File: config.mk
export PLATFORM = sky130hd
export DESIGN_NAME = mul_sequencer
export DESIGN_NICKNAME = d
export VERILOG_FILES = /design/src/rtl/mul_sequencer.sv
export SDC_FILE = /design/constraint.sdc
export NUM_CORES = 1
export LEC_CHECK = 0
export ABC_AREA = 1
export BUFFER_PORTS_ARGS = -buffer_cell sky130_fd_sc_hd__buf_2
export CAP_MARGIN = 5
export CORE_MARGIN = 2
export CORE_UTILIZATION = 53
export CTS_BUF_LIST = sky130_fd_sc_hd__clkbuf_4
export CTS_CLUSTER_DIAMETER = 100
export DETAILED_ROUTE_END_ITERATION = 8
export PLACE_DENSITY = 0.91
export REMOVE_ABC_BUFFERS = 1
export SLEW_MARGIN = 20
export SYNTH_ARGS = -nofsm -noshare
export SYNTH_HDL_FRONTEND = slang
export SYNTH_SLANG_ARGS = --single-unit
File: constraint.sdc
create_clock -name clk -period 2.35 [get_ports clk]
set_input_delay 0.235 -clock clk [delete_from_list [all_inputs] [get_ports clk]]
set_output_delay 0.235 -clock clk [all_outputs]
set_load 0.03 [all_outputs]
File: src/rtl/mul_sequencer.sv
// rtl/mul_sequencer.sv - shift-add multiply sequencer owning the register file write port
module mul_sequencer #(
  parameter int WIDTH = 32
) (
  input  logic             clk,
  input  logic             rst,
  input  logic             start,
  input  logic [1:0]       op,
  input  logic [WIDTH-1:0] src_a,
  input  logic [WIDTH-1:0] src_b,
  output logic             ready,
  output logic             busy,
  output logic             done,
  input  logic             wb_we,
  input  logic [31:0]      wb_addr,
  input  logic [WIDTH-1:0] wb_data,
  output logic             wb_stall,
  output logic             rf_write_enable,
  output logic [1:0]       rf_mul,
  output logic [31:0]      rf_write_address,
  output logic [WIDTH-1:0] rf_write_data_1,
  output logic [WIDTH-1:0] rf_write_data_2
);

  localparam int CW = (WIDTH > 1) ? $clog2(WIDTH) : 1;
  localparam logic [CW-1:0] LAST = CW'(WIDTH - 1);

  localparam logic [1:0] OP_MULT  = 2'b01;
  localparam logic [1:0] OP_MADD  = 2'b10;
  localparam logic [1:0] OP_MULTU = 2'b11;

  typedef enum logic [2:0] {
    S_IDLE = 3'd0,
    S_PREP = 3'd1,
    S_RUN  = 3'd2,
    S_FIX  = 3'd3,
    S_WB   = 3'd4
  } state_t;

  state_t             state_q, state_d;
  logic [1:0]         op_q, op_d;
  logic [WIDTH-1:0]   a_q, a_d;       // multiplicand (raw, then magnitude)
  logic [WIDTH-1:0]   b_q, b_d;       // multiplier, shifted right each step
  logic               neg_q, neg_d;
  logic [2*WIDTH-1:0] prod_q, prod_d;
  logic [CW-1:0]      cnt_q, cnt_d;
  logic [WIDTH:0]     sum;            // upper half plus carry out of the add

  // Next-state and datapath: one partial product per RUN cycle, sign fixed up afterwards
  always_comb begin
    state_d = state_q;
    op_d    = op_q;
    a_d     = a_q;
    b_d     = b_q;
    neg_d   = neg_q;
    prod_d  = prod_q;
    cnt_d   = cnt_q;
    sum     = {1'b0, prod_q[2*WIDTH-1:WIDTH]} + (b_q[0] ? {1'b0, a_q} : '0);
    case (state_q)
      S_IDLE: begin
        if (start && op != 2'b00) begin
          op_d    = op;
          a_d     = src_a;
          b_d     = src_b;
          state_d = S_PREP;
        end
      end
      S_PREP: begin
        // Magnitudes are kept unsigned so |0x80000000| = 2^31 fits without overflow
        if (op_q == OP_MULTU) begin
          neg_d = 1'b0;
        end else begin
          a_d   = a_q[WIDTH-1] ? (~a_q + 1'b1) : a_q;
          b_d   = b_q[WIDTH-1] ? (~b_q + 1'b1) : b_q;
          neg_d = a_q[WIDTH-1] ^ b_q[WIDTH-1];
        end
        prod_d  = '0;
        cnt_d   = '0;
        state_d = S_RUN;
      end
      S_RUN: begin
        prod_d = {sum, prod_q[WIDTH-1:1]};
        b_d    = b_q >> 1;
        cnt_d  = cnt_q + 1'b1;
        if (cnt_q == LAST) state_d = S_FIX;
      end
      S_FIX: begin
        if (neg_q) prod_d = ~prod_q + 1'b1;
        state_d = S_WB;
      end
      S_WB: begin
        state_d = S_IDLE;
      end
      default: state_d = S_IDLE;
    endcase
  end

  // State registers; reset abandons any operation in flight
  always_ff @(posedge clk) begin
    if (rst) begin
      state_q <= S_IDLE;
      op_q    <= '0;
      a_q     <= '0;
      b_q     <= '0;
      neg_q   <= 1'b0;
      prod_q  <= '0;
      cnt_q   <= '0;
    end else begin
      state_q <= state_d;
      op_q    <= op_d;
      a_q     <= a_d;
      b_q     <= b_d;
      neg_q   <= neg_d;
      prod_q  <= prod_d;
      cnt_q   <= cnt_d;
    end
  end

  // Write-port arbitration: the product owns the port in WB, the pipeline otherwise
  always_comb begin
    ready            = (state_q == S_IDLE);
    busy             = (state_q != S_IDLE);
    done             = (state_q == S_WB);
    rf_write_enable  = wb_we;
    rf_mul           = 2'b00;
    rf_write_address = wb_addr;
    rf_write_data_1  = wb_data;
    rf_write_data_2  = '0;
    wb_stall         = 1'b0;
    if (state_q == S_WB) begin
      rf_write_enable  = 1'b1;
      rf_mul           = (op_q == OP_MADD) ? 2'b10 : 2'b01;
      rf_write_address = '0;
      rf_write_data_1  = prod_q[WIDTH-1:0];
      rf_write_data_2  = prod_q[2*WIDTH-1:WIDTH];
      wb_stall         = wb_we;
    end
  end

endmodule

======== Word level (Yosys, flattened, before mapping) ========
Index checks and enable logic that the tools add are counted.
word-level totals
  register bits after elaboration ......... 139
  bits in latches ......................... 0
  RAM bits ................................ 0
  bits in read-only memories .............. 0
  input port bits ......................... 134
  output and inout port bits .............. 103
  logic and storage cells ................. 69
  memories kept ........................... 0
operators by class
  add/subtract/negate cells ............... 5
  $mul .................................... 0
  div/mod/pow operators ................... 0
  order comparisons ....................... 0
  equal/unequal tests ..................... 13
  shift operators ......................... 0
  multiplexer cells ....................... 23
  bitwise operators ....................... 4
  reduce and logical (&&, ||, !) cells .... 15
operator list
  operator                                                                count
  32-bit two-way mux                                                      10
  64-bit case mux with 3 select lines                                     1
  32-bit case mux with 3 select lines                                     1
  32-bit by 1-bit adder with 32-bit output (second input constant)        2
  64-bit by 1-bit adder with 64-bit output (second input constant)        1
  64-bit two-way mux                                                      1
  32-bit NOT                                                              2
  64-bit NOT                                                              1
  32-bit case mux with 2 select lines                                     1
  32-bit by 32-bit adder with 33-bit output                               1
  3-bit case mux with 4 select lines                                      1
  2-bit != test (second input constant)                                   5
  5-bit case mux with 2 select lines                                      1
  3-bit nonzero test                                                      3
  4-bit AND reduction                                                     2
  3-bit by 2-bit equality test with 1-bit output (second input constant)  2
  3-bit two-way mux                                                       2
  2-bit AND reduction                                                     3
  3-bit AND reduction                                                     2
  2-bit nonzero test                                                      3
  5-bit by 1-bit adder with 5-bit output (second input constant)          1
  5-bit equality test (second input constant)                             1
  2-bit equality test (second input constant)                             2
  2-bit two-way mux                                                       2
  other kinds (7)                                                         9

======== Longest topological paths before layout ========
  word-level depth ........................ 5
  gate-level depth with buffers ........... 20
  depth with buffers taken out ............ 18

======== Worst setup path after synthesis ========
OpenSTA, ideal clock, no wires.
  kind .................................... register -> register
  start point ............................. reg b_q[0]
  end point ............................... reg prod_q[55]
  setup time .............................. 0.109 ns
  arrival time ............................ 2.139 ns
  data required time ...................... 2.241 ns
  slack ................................... 0.102 ns
  stages on the path, launching flop included .. 20
  path buffers ............................ 2
  clock period less this slack ............ 2.248 ns
  path through ............................ dfxtp_1 > buf_2 > clkbuf_1 > nand2_1 > inv_1 > ha_1 > inv_1 > fa_1 > inv_1 > nand2_1 > nand2_1 > nand3_1 > nand2_1 > nand2_1 > nand3_1 > nand2_1 > nand3_1 > nand3_1 > nand2_1 > inv_1
between the ends
  longest elaborated chain between the ends .. 3
RTL lines
  item                                       RTL line  source
  from (decl)                                43        logic [WIDTH-1:0] b_q, b_d;
  from (signal assigned)                     104       b_q <= '0;
  from (signal assigned)                     112       b_q <= b_d;
  32-bit two-way mux                         58        sum = {1'b0, prod_q[2*WIDTH-1:WIDTH]} + (b_q[0] ? {1'b0, a_q} : '0);
  32-bit by 32-bit adder with 33-bit output  58
  64-bit case mux with 3 select lines        59        case (state_q)
  to (signal assigned)                       114       prod_q <= prod_d;
  to (decl)                                  45        logic [2*WIDTH-1:0] prod_q, prod_d;
Every way passes these cells.
A chain may end at the register's enable or synchronous reset.

======== Final worst setup path ========
  start point ............................. reg b_q[0]
  end point ............................... reg prod_q[62]
The elaborated chain is that of the path after synthesis.

==> flow_metrics.tcl <==
set metrics [dict create \
    wl_per_cell_um 15.7 \
    powerDensity_nw_per_um2 886 \
    portBuffers 236 \
    grt_max_degree 64 \
    crit_family "simple AND/OR/NAND/NOR gates" \
    clockBufferDepth 2 \
    cp_slowest_cell "dfxtp_2" \
    cp-start-kind "register" \
    final_hold_viol_count 0 \
    finalCritPeriodShare 0.960 \
    vdd_drop_max_v 0.000476 \
    path_cells "buf_12 > nand2_1 > inv_1 > ha_1 > nand2_1 > nor2_1 > nand3_1 > nand2_1 > nand2_1 > nand2_1 > nand2_1 > nand2_1 > nand2_1 > nand3_1 > a21oi_1" \
    final_nets 2919 \
    coreArea_um2 24900 \
    synth.most_common_cell "nand2_1" \
    die-area_um2 26400 \
    io-pin-count 237 \
    synth_edf_count 0 \
    synth_ff_type "dfxtp_1" \
    slowest_delay_ps 360 \
    grt_pass1_vias 15292 \
    tritoncts "built" \
    synth_warnings 0 \
    vias_per_cell 5.54 \
    vias 17115 \
    worstSkewPairLatency_ps 590 \
    cts-root-buf "clkbuf_4" \
    area_delta_synth_final_pct 18.5 \
    ant_nets 0 \
    setup_viol 0 \
    holdCritPathClass "input pin to register" \
    synthTopCellsByArea "dfxtp_1 (21%), nand2_1 (19%), nor2_1 (11%)" \
    critical_path.most_common_cell "nand2_1" \
    synth-seq-cells 139 \
    max_freq_mhz 443 \
    fin_setup_tns_ps 0 \
    synthCells 2480 \
    fin_ws_ps 94.4 \
    p_leak_uw 0.00807 \
    synth_area_leader_cell "dfxtp_1" \
    place.gp.congestion 1.04 \
    dp_hpwl_um 37400 \
    rsz0062_at_grt "true" \
    cts_sinks 139 \
    die_w_um 163 \
    synthArstFlopShare 0 \
    dp_worst_setup_slack_ps 101 \
    fin_util 0.634 \
    cp_max_fo 30 \
    grt_pass1_wl_um 75800 \
    slew_headroom 0.546 \
    fp.dieH_um 163 \
    grt_usage 0.356 \
    crit_type "register to register" \
    synth_common_cells "nand2_1 (659), nor2_1 (386), inv_1 (375)" \
    num_rows 58 \
    initial_core_util 0.535 \
    status "complete, no violations" \
    syn_area_per_cell_um2 5.37 \
    path_clk_slew_ps 160 \
    drv_cap 0 \
    worst_pin_slew_ps 681 \
    drt_iter0_drc 1575 \
    finalWirelength_um 48500 \
    antenna_found_initial 1 \
    synth_area_um2 13300 \
    worstSetupEndpointType "register" \
    maxSlewViolCount 0 \
    cts_htree_levels 4 \
    required_ps 2840 \
    n_fill_cell 2450 \
    period_needed_ps 2260 \
    crit_buf_inv 2 \
    drive_gt1_frac 0.143 \
    drt_pre_antenna_iters 6 \
    clock_skew_ps 34.2 \
    overflow 0 \
    synth_cell_types 46 \
    drc 0 \
    ys_seq_area_frac 0.209 \
    arrival_ps 2750 \
    synth_top_area_frac 0.209 \
    numCtsBuffers 17 \
]
## cell families (layout without fill, tap and decap cells)
kind of cell    Yosys count  count (layout)  share of synthesized area
other cells               0               2                          0
buf+inv                 474             753                      0.140
compound gates          495             495                      0.197
flops                   139             139                      0.209
xor+xnor                  7               7                    0.00460
simple gates           1327            1327                      0.413
fa+ha+maj                38              38                     0.0363
## through the flow
step                      total power (uW)  cell area [um^2]  hold WS, ps  std cells
after floorplan                       9120             12900          301       2398
after CTS                            13700             15700         4.33       3087
after global routing                 15000             15800         16.9       3091
final                                14000             15800         16.7       3091
after global placement               11700             15000          447       3012
after detailed placement             11900             15000          456       3012
## worst paths after layout
check	from	end	slack [ps]	depth (start not counted)
setup / recovery	b_q[0]	prod_q[62]	90	15
setup reg to reg	b_q[0]	prod_q[62]	90	15
hold / removal	src_b[22]	b_q[22]	20	5
hold reg to reg	prod_q[0]	prod_q[0]	470	2
## flip-flops by register name, summed over array words and instances (netlist names)
signal / count
op_q: 2
b_q: 32
prod_q: 64
cnt_q: 5
neg_q: 1
a_q: 32
state_q: 3
## per-layer routing
metal,wire [um],track usage,part of all wire,vias up
met3,5110,0.0336,0.11,116
met1,20000,0.485,0.41,7621
met2,21500,0.577,0.44,928
li1,-,-,-,8450
met5,0,0,0,-
met4,1840,0.152,0.038,0
## timing repair
action | 4_1_cts | 5_1_grt
hold endpoints to repair | 44 | 0
buffers inserted | 0 | 2
endpoints found under the setup margin | 17 | 33
resized for setup | 2 | 28
pin swaps | 0 | 3
cloned | 0 | 0
hold buffers | 44 | 0
## tightest hold or removal path: cells and delay by family
kind,cells,cell delay (ps)
AO/OA/AOI/OAI,2,180
AND/OR/NAND/NOR,2,90
buffers and inverters,1,70
## report_power, final
| group | internal, uW | switching [uW] | total (uW) |
|---|---|---|---|
| Combinational | 2550 | 5830 | 8380 |
| Sequential | 2960 | 904 | 3860 |
| Clock | 654 | 1090 | 1740 |
## cell type report
type / count / area [um^2] / area share
antenna: 2 / 5.00 / 0.000317
clock buffer: 17 / 128 / 0.00809
clock inverter: 14 / 160 / 0.0101
inverter: 392 / 1470 / 0.0934
multi-input combinational: 1867 / 8740 / 0.554
sequential: 139 / 2790 / 0.177
tap: 330 / 413 / 0.0262
timing repair buffer: 330 / 2070 / 0.131
## cell usage in the layout, fill, tap and decap left out, types with 25 or more instances in the layout
cell and n:
nand2_1 653, nand3_1 189, dlygate4sd3_1 44, inv_1 374
buf_2 235, o21ai_0 225, a21oi_1 224, nor2_1 379
buf_4 45, ha_1 35, nand4_1 25, dfxtp_1 135
Power figures use the tool's default switching activity.
